`src/rtl/mdu_iter.sv`:
```
// Iterative RV32M multiply/divide unit: one shift-add or restoring-divide step per cycle,
// with sign handling on magnitudes and a one-cycle register-file write strobe on completion.
module mdu_iter #(
    parameter int XLEN = 32
) (
    input  logic            clock,
    input  logic            reset,
    input  logic            start,
    input  logic [2:0]      funct3,
    input  logic [XLEN-1:0] op_a,
    input  logic [XLEN-1:0] op_b,
    input  logic [4:0]      rd_in,
    output logic            busy,
    output logic            done,
    output logic [XLEN-1:0] result,
    output logic [4:0]      rd_out,
    output logic            writereg_out
);
    localparam int CW = $clog2(XLEN);
    localparam logic [XLEN-1:0] SMIN = {1'b1, {(XLEN-1){1'b0}}};

    typedef enum logic [1:0] {IDLE, RUN, FIX, DONE} state_t;

    state_t            state, state_nx;
    logic [2:0]        op;
    logic [XLEN-1:0]   ra, rb;
    logic [2*XLEN-1:0] acc;
    logic [CW-1:0]     cnt;
    logic              sa, sb;

    // Operand classification at the accept edge
    logic            in_sa, in_sb, div_zero, div_ovf, special;
    logic [XLEN-1:0] special_res;

    always_comb begin
        in_sa       = ((funct3 == 3'b001) || (funct3 == 3'b010) || (funct3[2] && !funct3[0]))
                      && op_a[XLEN-1];
        in_sb       = ((funct3 == 3'b001) || (funct3[2] && !funct3[0])) && op_b[XLEN-1];
        div_zero    = funct3[2] && (op_b == '0);
        div_ovf     = funct3[2] && !funct3[0] && (op_a == SMIN) && (op_b == '1);
        special     = div_zero || div_ovf;
        special_res = '0;
        if (div_zero)
            special_res = funct3[1] ? op_a : '1;
        else if (div_ovf)
            special_res = funct3[1] ? '0 : SMIN;
    end

    // Iteration datapath: ra = multiplicand / shifting dividend, rb = shifting multiplier / divisor.
    // For divide, acc holds {remainder, quotient}.
    logic [XLEN:0]   mul_sum;
    logic [XLEN:0]   shifted;
    logic [XLEN+1:0] diff;
    logic            q_bit;
    logic [XLEN-1:0] rem_step;

    always_comb begin
        mul_sum  = {1'b0, acc[2*XLEN-1:XLEN]} + (rb[0] ? {1'b0, ra} : '0);
        shifted  = {acc[2*XLEN-1:XLEN], ra[XLEN-1]};
        diff     = {1'b0, shifted} - {2'b00, rb};
        q_bit    = !diff[XLEN+1];
        rem_step = q_bit ? diff[XLEN-1:0] : shifted[XLEN-1:0];
    end

    // Sign correction and output select
    logic [2*XLEN-1:0] prod_fix;
    logic [XLEN-1:0]   quo_fix, rem_fix, fix_res;

    always_comb begin
        prod_fix = (sa ^ sb) ? -acc : acc;
        quo_fix  = (sa ^ sb) ? -acc[XLEN-1:0] : acc[XLEN-1:0];
        rem_fix  = sa ? -acc[2*XLEN-1:XLEN] : acc[2*XLEN-1:XLEN];
        case (op)
            3'b000:                 fix_res = prod_fix[XLEN-1:0];
            3'b001, 3'b010, 3'b011: fix_res = prod_fix[2*XLEN-1:XLEN];
            3'b100, 3'b101:         fix_res = quo_fix;
            default:                fix_res = rem_fix;
        endcase
    end

    always_comb begin
        state_nx = state;
        case (state)
            IDLE:    if (start) state_nx = special ? DONE : RUN;
            RUN:     if (cnt == CW'(XLEN-1)) state_nx = FIX;
            FIX:     state_nx = DONE;
            default: state_nx = IDLE;
        endcase
    end

    always_ff @(posedge clock or posedge reset) begin
        if (reset) begin
            state  <= IDLE;
            op     <= '0;
            ra     <= '0;
            rb     <= '0;
            acc    <= '0;
            cnt    <= '0;
            sa     <= 1'b0;
            sb     <= 1'b0;
            result <= '0;
            rd_out <= '0;
        end else begin
            state <= state_nx;
            case (state)
                IDLE: if (start) begin
                    op     <= funct3;
                    rd_out <= rd_in;
                    sa     <= in_sa;
                    sb     <= in_sb;
                    ra     <= in_sa ? -op_a : op_a;
                    rb     <= in_sb ? -op_b : op_b;
                    acc    <= '0;
                    cnt    <= '0;
                    if (special) result <= special_res;
                end
                RUN: begin
                    cnt <= cnt + 1'b1;
                    if (op[2]) begin
                        acc <= {rem_step, acc[XLEN-2:0], q_bit};
                        ra  <= ra << 1;
                    end else begin
                        acc <= {mul_sum, acc[XLEN-1:1]};
                        rb  <= rb >> 1;
                    end
                end
                FIX:     result <= fix_res;
                default: ;
            endcase
        end
    end

    assign busy         = (state != IDLE);
    assign done         = (state == DONE);
    assign writereg_out = done && (rd_out != 5'd0);

endmodule

```
`config.mk`:
```
export PLATFORM = sky130hd
export DESIGN_NAME = mdu_iter
export DESIGN_NICKNAME = d
export VERILOG_FILES = /design/src/rtl/mdu_iter.sv
export SDC_FILE = /design/constraint.sdc
export NUM_CORES = 1
export LEC_CHECK = 0
export CAP_MARGIN = 0
export CORE_MARGIN = 3
export CORE_UTILIZATION = 55
export DETAILED_ROUTE_END_ITERATION = 8
export PLACE_DENSITY = 0.78
export SYNTH_ARGS = -nofsm -noshare
export SYNTH_HDL_FRONTEND = slang
export SYNTH_SLANG_ARGS = --single-unit
export TNS_END_PERCENT = 1
```
`constraint.sdc`:
```
create_clock -name clock -period 6.35 [get_ports clock]
set_input_delay 1.27 -clock clock [delete_from_list [all_inputs] [get_ports clock]]
set_output_delay 1.27 -clock clock [all_outputs]
set_load 0.01 [all_outputs]
```
==> impl_summary.md, run 1 <==
Cells and area
For this run, the share of the core covered by cells in the final layout is 63.2%. The number of filler instances in the final layout is 2538. The final layout contains 2234 nets.

The ratio of cells with drive above 1 in the final layout is 5.06%. The area growth from synthesis to layout is 12.1%.

Routing
The routed design uses 23700 µm of met2 wire. Detailed routing placed a total of 4940 µm of wire on met3. The highest layer touched by signal routing is met4. Before antenna repair, the detailed router went through 6 iterations. The met1 layer wirelength in the final routing is 22900 µm. The final layout contains routed wiring with a total length of 52900 µm. After detailed routing, the number of vias per cell comes to 6.43.

After detailed routing, the average wire length per cell comes to 21.4 µm. After detailed routing, the number of remaining DRC violations is 0. The overall via count from detail_route is 15902.

The remaining number of nets flagged by the antenna check after routing is 0. The number of DRC markers after the initial detailed-route iteration is 1882.

Critical path
The worst register-to-register path ends at acc[62]. The signal arrival time at the worst endpoint is 5.29 ns. The worst register-to-register path has a depth of 11. The category of the worst setup path capture point is a register. The kind of start point of the critical path is a primary input. STA puts the critical path data required time at 6.71 ns. In this run the critical register-to-register path is launched from acc[33].

The source of the critical timing path is op_b[0]. The worst setup slack for register-to-register paths is 1.78 ns. The peak fanout along the critical path is 46.

The critical path goes through clkdlybuf4s50_1 > inv_1 > ha_1 > or4b_1 > nand2b_1 > nor2_1 > nand2_1 > nor3_2 > nand4b_2 > buf_4 > nand2_1 > a22o_2 > buf_4 > nor2_1 > a31oi_1. The critical path ends at result[24]. The critical path class is in2reg.

The slowest stage cell on the critical path is sky130_fd_sc_hd__a22o_2. In this design, the stage delay of the slowest critical-path cell is 0.66 ns.

Floorplan
The floorplan step set the die height to 175 µm. The count of standard-cell rows is 61. The horizontal die dimension is 175 µm. Once the floorplan was initialized, standard cells occupied 56.4% of the core. The placeable core region is 28000 µm².

The count of boundary I/O pins is 115. The die covers 30800 µm².

Logic synthesis
In this run, distinct cell masters in the synthesized netlist total 79. The number of warning messages in the yosys log is 0. In the synthesized netlist, the number of instances is 2058. After synthesis, flip-flops and latches occupy 28.0% of the total area. The cell area that synthesis handed to floorplanning was 15800 µm².

The synthesized design contains 177 register bits. The post-synthesis cell type with the largest combined area is sky130_fd_sc_hd__dfrtp_1. The post-synthesis async set-or-reset flop share is 100%. The mean post-synth cell area is 7.68 µm². The top cell type by area accounts for 28.0% of the synthesized area. The total nets after synthesis is 2212. The number of enable flip-flop cells after synthesis is 0. Among all flip-flop cells after synthesis, the most frequent one is sky130_fd_sc_hd__dfrtp_1. By area the synthesized netlist is led by sky130_fd_sc_hd__dfrtp_1, sky130_fd_sc_hd__a21oi_1, sky130_fd_sc_hd__o21ai_0, sky130_fd_sc_hd__ha_1, sky130_fd_sc_hd__xor2_1.

Clocking
The number of instances resized during post-cts repair is 0. Clock-pin slew was measured on the worst setup and hold paths at 0.07 ns. The maximum clock insertion buffer count is 2.

Clock tree synthesis selected as its root buffer the cell sky130_fd_sc_hd__clkbuf_16. TritonCTS built the clock tree. The post-CTS setup buffer count is 0. The insertion delay of the later-clocked pin in the worst-skew pair is 0.45 ns. The TritonCTS buffer count is 17. The TritonCTS sink count is 177. The H-tree generated during clock tree synthesis spans 4 levels.

The post-cts hold buffer count is 0.

Placed design
At the end of routability-driven placement, the weighted congestion stood at 0.976. The total of buffers placed on input and output ports is 114. The HPWL after detailed placement is 40000 µm.

Pwr
Dividing total power by cell area gives a power density of 510 nW/µm². IR analysis of the VDD net gives a maximum drop of 0.000359 V. In this run the static leakage power is 7.49 nW.

Status
The run finished with clean final reports.

Global route
The residual overflow from global routing is 0. Across every metal layer, demand over resource in global routing totals 33.9%. The number of global-route vias before repair was 14867. The largest net degree at the start of global routing is 70. The first global-routing pass estimated 83300 µm of wire. The initial antenna violation count is 1.

Timing
The normalized max-slew margin is 19.9%. Timing would allow up to 0.203 GHz. After layout, the minimum clock period comes to 4.94 ns. For the final database, setup skew stands at 0.0162 ns. The total negative setup slack is 0 ns. The max-slew violation total from the final report is 0. The setup-violating endpoint count in the final report is 0.

The final critical path takes up 77.7% of the cycle. Setup repair after global routing left no endpoint under its margin. The final number of hold-violating endpoints was 0.

For the pin with the worst max-slew slack, the measured transition is 1.20 ns.

Worst hold path
The class of the worst hold path is reg2reg. The worst hold path startpoint is cnt[2].

Flow run
The max-capacitance violation count is 0.
[worst min path at each step]
stage,endpoint,slack (ns),depth (start not counted)
final,cnt[2],0.50,1
after floorplan,cnt[2],0.46,1
after CTS,cnt[2],0.50,1
after global placement,ra[6],0.48,2
after detailed placement,ra[7],0.49,2
after global routing,ra[25],0.53,2
[stage by stage]
step                power [W]  cells  hold slack (ns)  area [µm²]  worst slack, ns
finish                0.00903   2472            0.500       17700             1.41
floorplan             0.00603   2058            0.459       15800            0.278
global route          0.00969   2471            0.530       17700             1.24
detailed placement    0.00780   2438            0.491       17100             1.07
global placement      0.00769   2438            0.484       17100             1.22
CTS                   0.00885   2470            0.504       17700             1.53
[logic make-up (layout without fill, tap and decap cells)]
logic type | count (synthesis) | after routing | share of synthesized area (%)
simple gates | 654 | 654 | 20.1
fa+ha+maj | 79 | 79 | 6.35
buf+inv | 216 | 251 | 5.41
mux | 60 | 60 | 3.87
other cells | 0 | 1 | 0
compound gates | 693 | 693 | 26.3
xor+xnor | 179 | 179 | 9.92
flops | 177 | 177 | 28.0
[power by group]
group | total [W] | switching, W | internal (W)
combinational | 0.00597 | 0.00375 | 0.00222
clock | 0.00105 | 0.000512 | 0.000534
sequential | 0.00201 | 0.000479 | 0.00153
[cells in the final DEF, fill, tap and decap left out, types with 20 or more instances in the layout]
| master | instances |
|---|---|
| sky130_fd_sc_hd__and2_1 | 40 |
| sky130_fd_sc_hd__a21oi_1 | 220 |
| sky130_fd_sc_hd__xor2_1 | 95 |
| sky130_fd_sc_hd__o31ai_1 | 52 |
| sky130_fd_sc_hd__clkdlybuf4s50_1 | 114 |
| sky130_fd_sc_hd__inv_1 | 80 |
| sky130_fd_sc_hd__mux2i_1 | 51 |
| sky130_fd_sc_hd__nor3_1 | 39 |
| sky130_fd_sc_hd__a22oi_1 | 23 |
| sky130_fd_sc_hd__buf_4 | 23 |
| sky130_fd_sc_hd__or3_1 | 24 |
| sky130_fd_sc_hd__dfrtp_1 | 176 |
| sky130_fd_sc_hd__nand2_1 | 220 |
| sky130_fd_sc_hd__o21ai_0 | 210 |
| sky130_fd_sc_hd__ha_1 | 76 |
| sky130_fd_sc_hd__nand3_1 | 24 |
| sky130_fd_sc_hd__xnor2_1 | 82 |
| sky130_fd_sc_hd__a31oi_1 | 29 |
| sky130_fd_sc_hd__nor4_1 | 20 |
| sky130_fd_sc_hd__nor2_1 | 186 |
[Yosys cell counts (14+ instances only)]
cell type                  instances
sky130_fd_sc_hd__nand2_1         220
sky130_fd_sc_hd__nand3_1          24
sky130_fd_sc_hd__a22oi_1          23
sky130_fd_sc_hd__buf_1            15
sky130_fd_sc_hd__dfrtp_1         177
sky130_fd_sc_hd__o21ai_0         211
sky130_fd_sc_hd__o221ai_1         19
sky130_fd_sc_hd__nor2_1          186
sky130_fd_sc_hd__a31oi_1          29
sky130_fd_sc_hd__xor2_1           96
sky130_fd_sc_hd__ha_1             77
sky130_fd_sc_hd__nand2b_1         16
sky130_fd_sc_hd__clkbuf_1        104
sky130_fd_sc_hd__or3_1            24
sky130_fd_sc_hd__xnor2_1          83
sky130_fd_sc_hd__mux2i_1          51
sky130_fd_sc_hd__or4_1            14
sky130_fd_sc_hd__inv_1            81
sky130_fd_sc_hd__nor3_1           39
sky130_fd_sc_hd__a21oi_1         221
sky130_fd_sc_hd__o31ai_1          52
sky130_fd_sc_hd__nor4_1           20
sky130_fd_sc_hd__a21o_1           17
sky130_fd_sc_hd__nand4_1          15
sky130_fd_sc_hd__and2_1           40
[flip-flops by register name, indices dropped and copies added (netlist names)]
name	cells
cnt	5
op	3
rd_out	5
ra	32
sa	1
acc	64
sb	1
state	2
result	32
rb	32
[worst max-delay path: cells and delay by family]
| family | cells | cell delay [ns] |
|---|---|---|
| fa+ha+maj | 1 | 0.19 |
| buf+inv | 4 | 1.15 |
| compound gates | 2 | 0.82 |
| simple gates | 8 | 1.83 |
[metal layers]
metal  global-route usage (%)  vias up
met3                     6.81      105
met1                     48.1     7629
met2                     52.7      740
met4                     9.90        0
met5                        0        -
li1                         -     7428
[final cells by class]
| class | count | area (µm²) | share of cell area, % |
|---|---|---|---|
| Inverter | 81 | 309 | 1.74 |
| Sequential cell | 177 | 4430 | 25.0 |
| Clock buffer | 21 | 460 | 2.60 |
| Antenna cell | 1 | 2.50 | 0.0141 |
| Clock inverter | 11 | 93.8 | 0.530 |
| Timing Repair Buffer | 138 | 1340 | 7.57 |
| Multi-Input combinational cell | 1665 | 10600 | 59.9 |
| Tap cell | 378 | 473 | 2.67 |
Power figures use the tool's default switching activity.
==> run 2: changes to the inputs <==
==> constraint.sdc (replaced) <==
create_clock -name clock -period 4 [get_ports clock]
set_input_delay 0.8 -clock clock [delete_from_list [all_inputs] [get_ports clock]]
set_output_delay 0.8 -clock clock [all_outputs]
set_load 0.01 [all_outputs]
==> run 2 against run 1 <==
  * Setup slack got worse by 1.2 ns
  * Total power rose by 64%
  * Critical path depth fell by 1
  * Count of clock-buffer cells in the layout fell by 1
  * Clock skew rose by 0.0020 ns
  * Cell count rose by 2.2%
  * First-iteration DRC count rose by 4.1%
  * Largest power group unchanged
==> impl_summary.md, run 2 (synthesis gave the netlist of run 1 again) <==
Routing
The number of DRC markers after the initial detailed-route iteration was 1960 (+4.1%). The remaining routing DRC violations is 0 (unchanged). The mean number of vias per cell is 6.40 (-0.58%). The overall via count from detail_route was 16161 (+1.6%). The wire length reported by the detailed router is 54500 µm (+3.0%). The remaining number of nets flagged by the antenna check after routing is 0 (unchanged). The detailed-router iteration count before antenna repair is 6 (unchanged). The average wire per cell in the routed design was 21.5 µm (+0.78%).

Critical path
The worst setup path is launched from a register. STA classifies the critical path endpoint as a register. The signal arrival time at the worst endpoint is 4.09 ns (-1.20 ns).

The peak fanout along the critical path came to 5 (-89%). The required time at the endpoint of the critical path is 4.31 ns (-2.40 ns). Traced cell by cell, the critical path runs through inv_1 > ha_1 > inv_1 > fa_1 > a21oi_1 > nand4b_1 > a31oi_1 > or4_1 > nand3_1 > o211a_1 > nor3_1 > mux2i_1 > nor3_1 > or4_1. The delay of the slowest cell on the worst path came to 0.60 ns (-0.06 ns). The worst setup path is of the reg2reg kind. The slowest stage cell on the critical path is sky130_fd_sc_hd__or4_1.

Pwr
The power density of the placed cells is 814 nW/µm² (+60%). The clock group share of total power is 11.9% (+0.3 points). The sequential group share of total power is 21.5% (-0.8 points). The total power draw came to 0.0148 W (+64%). The combinational power share is 66.6% (+0.4 points). The static leakage is 7.79 nW (+4.0%). The switching share of power is 52.1% (-0.42 points).

The cell-internal power is 0.00709 W (+65%). The maximum ir drop on the vdd rail is 0.000423 V (+18%). The net switching power came to 0.00771 W (+63%).

Cells and area
The ratio of cells with drive above 1 in the final layout is 7.63% (+2.6 points). The number of filler instances in the final layout is 2407 (-5.2%). Ranked by flip-flop count, first place goes to acc.

Compared with the post-synthesis result, the final layout area differs by 15.2%. The net count of the finished layout is 2290 (+2.5%). The area of all placed cells without fillers is 18200 µm² (+2.7%). The top cell types in the final layout, fill and taps aside, are sky130_fd_sc_hd__nand2_1, sky130_fd_sc_hd__a21oi_1, sky130_fd_sc_hd__o21ai_0. The area taken by flip-flops and latches is 4430 µm² (about the same).

The antenna diode count is 0 (-1). The total area of multi-input combinational cells is 10600 µm² (-0.11%). The final instance count without filler cells was 2527 (+2.2%). The number of flip-flops in the largest register is 64 (unchanged).

Placed design
The HPWL after detailed placement was 41700 µm (+4.2%). The total of buffers placed on input and output ports is 114 (unchanged). The number of cells in the design after placement is 2495 (+2.3%). The area after detailed placement is 17600 µm² (+2.7%). The placer's final routability congestion estimate is 0.983 (+0.69%).

Clocking
The H-tree depth was 4 (unchanged). The post-CTS setup buffer count is 0 (unchanged). The insertion delay of the later-clocked pin in the worst-skew pair was 0.46 ns (about the same). The post-cts hold buffer count is 0 (unchanged). The TritonCTS clock tree is built. The TritonCTS sink count came to 177 (unchanged). The number of instances resized during post-cts repair is 0 (unchanged). The root buffer selected by CTS is sky130_fd_sc_hd__clkbuf_16. The maximum clock insertion buffer count was 2 (unchanged). The TritonCTS buffer count was 17 (unchanged). The clock-pin transition on the worst setup and hold timing paths is 0.08 ns (about the same).

Timing
The final number of hold-violating endpoints is 0 (unchanged). In the finished design, the share of the clock period the worst path needs comes to 94.3%. Timing would allow up to 0.265 GHz.

Setup repair after global routing left no endpoint under its margin. The total negative setup slack is 0 ns (unchanged). The normalized max-slew margin is 17.6% (-2.3 points). The setup-violating endpoint count in the final report is 0 (unchanged). The transition time at the pin with the least slew margin was 1.23 ns (+0.0292 ns). The clock skew is 0.0182 ns (+0.00196 ns).

For the finished layout, the period the worst path requires is 3.77 ns. The max-slew violation total from the final report is 0 (unchanged). The post-route worst hold slack was 0.508 ns (+0.00849 ns).

Status
The run finished with clean final reports.

Floorplan
The count of boundary I/O pins was 115 (unchanged). The horizontal die dimension is 175 µm (unchanged). The height of the die is 175 µm (unchanged). The placeable core region came to 28000 µm² (unchanged).

The count of standard-cell rows was 61 (unchanged). The die area is 30800 µm² (unchanged). The effective utilization at floorplan came to 56.4% (unchanged).

Global route
The total routing resource utilization after global routing is 34.9% (+1.0 points). The global-route wire length before repair is 85400 µm (+2.6%). The number of global-route vias before repair is 15109 (+1.6%). The largest net degree at the start of global routing is 71 (+1.4%).

The initial antenna violation count is 3 (+2). The residual overflow from global routing is 0 (unchanged).

Flow run
The max-capacitance violation count is 0 (unchanged).

Worst hold path
The path class of the tightest hold or removal check is reg2reg.
## run 2: cell count changes in the layout (fill, tap and decap cells not counted), moves of 2 or more
| cell | before | now |
|---|---|---|
| sky130_fd_sc_hd__clkinv_4 | 3 | 1 |
| sky130_fd_sc_hd__buf_12 | 0 | 4 |
| sky130_fd_sc_hd__buf_4 | 23 | 76 |
| sky130_fd_sc_hd__inv_8 | 2 | 4 |
## run 2: power by group through the flow
stage                     Sequential, W  Clock (W)  Combinational [W]
final                           0.00318    0.00175            0.00986
after global placement          0.00316          0            0.00940
after global routing            0.00324    0.00184             0.0107
after CTS                       0.00315    0.00177            0.00963
after floorplan                 0.00294          0            0.00664
after detailed placement        0.00318          0            0.00957
## run 2: final cells by class
class / count / area share, %
sequential: 177 / 24.4
tap: 378 / 2.60
clock inverter: 12 / 0.770
timing repair buffer: 194 / 9.85
inverter: 81 / 1.69
multi-input combinational: 1665 / 58.2
clock buffer: 20 / 2.51
## run 2: final timing paths
kind	from	to	slack, ns	cells past startpoint
max reg2reg	ra[31]	acc[62]	0.23	14
max in group asynchronous	reset	cnt[0]	2.23	3
min reg2reg	ra[4]	ra[4]	0.51	2
min in group asynchronous	reset	rb[22]	0.80	2
min	ra[4]	ra[4]	0.51	2
max	ra[31]	acc[62]	0.23	14
## run 2: metal layers
metal	wire length, µm	track usage [%]	up-vias
li1	-	-	7538
met1	24000	50.1	7731
met2	23700	52.8	775
met3	4780	5.79	115
met4	1980	13.9	2
met5	17	0	-
## run 2: stage by stage
stage                     util (%)  setup WS [ns]
after floorplan                  -          0.695
after global placement        62.8         0.0255
after detailed placement      62.8        -0.0718
after CTS                     64.9          0.271
after global routing          64.9         0.0202
final                         64.9          0.229
## run 2: critical path, delay by kind of cell, from the launching register on
kind / cells / cell delay (ns)
fa+ha+maj: 2 / 0.59
buf+inv: 2 / 0.21
simple gates: 6 / 1.63
mux: 1 / 0.15
flops: 1 / 0.42
compound gates: 3 / 0.63
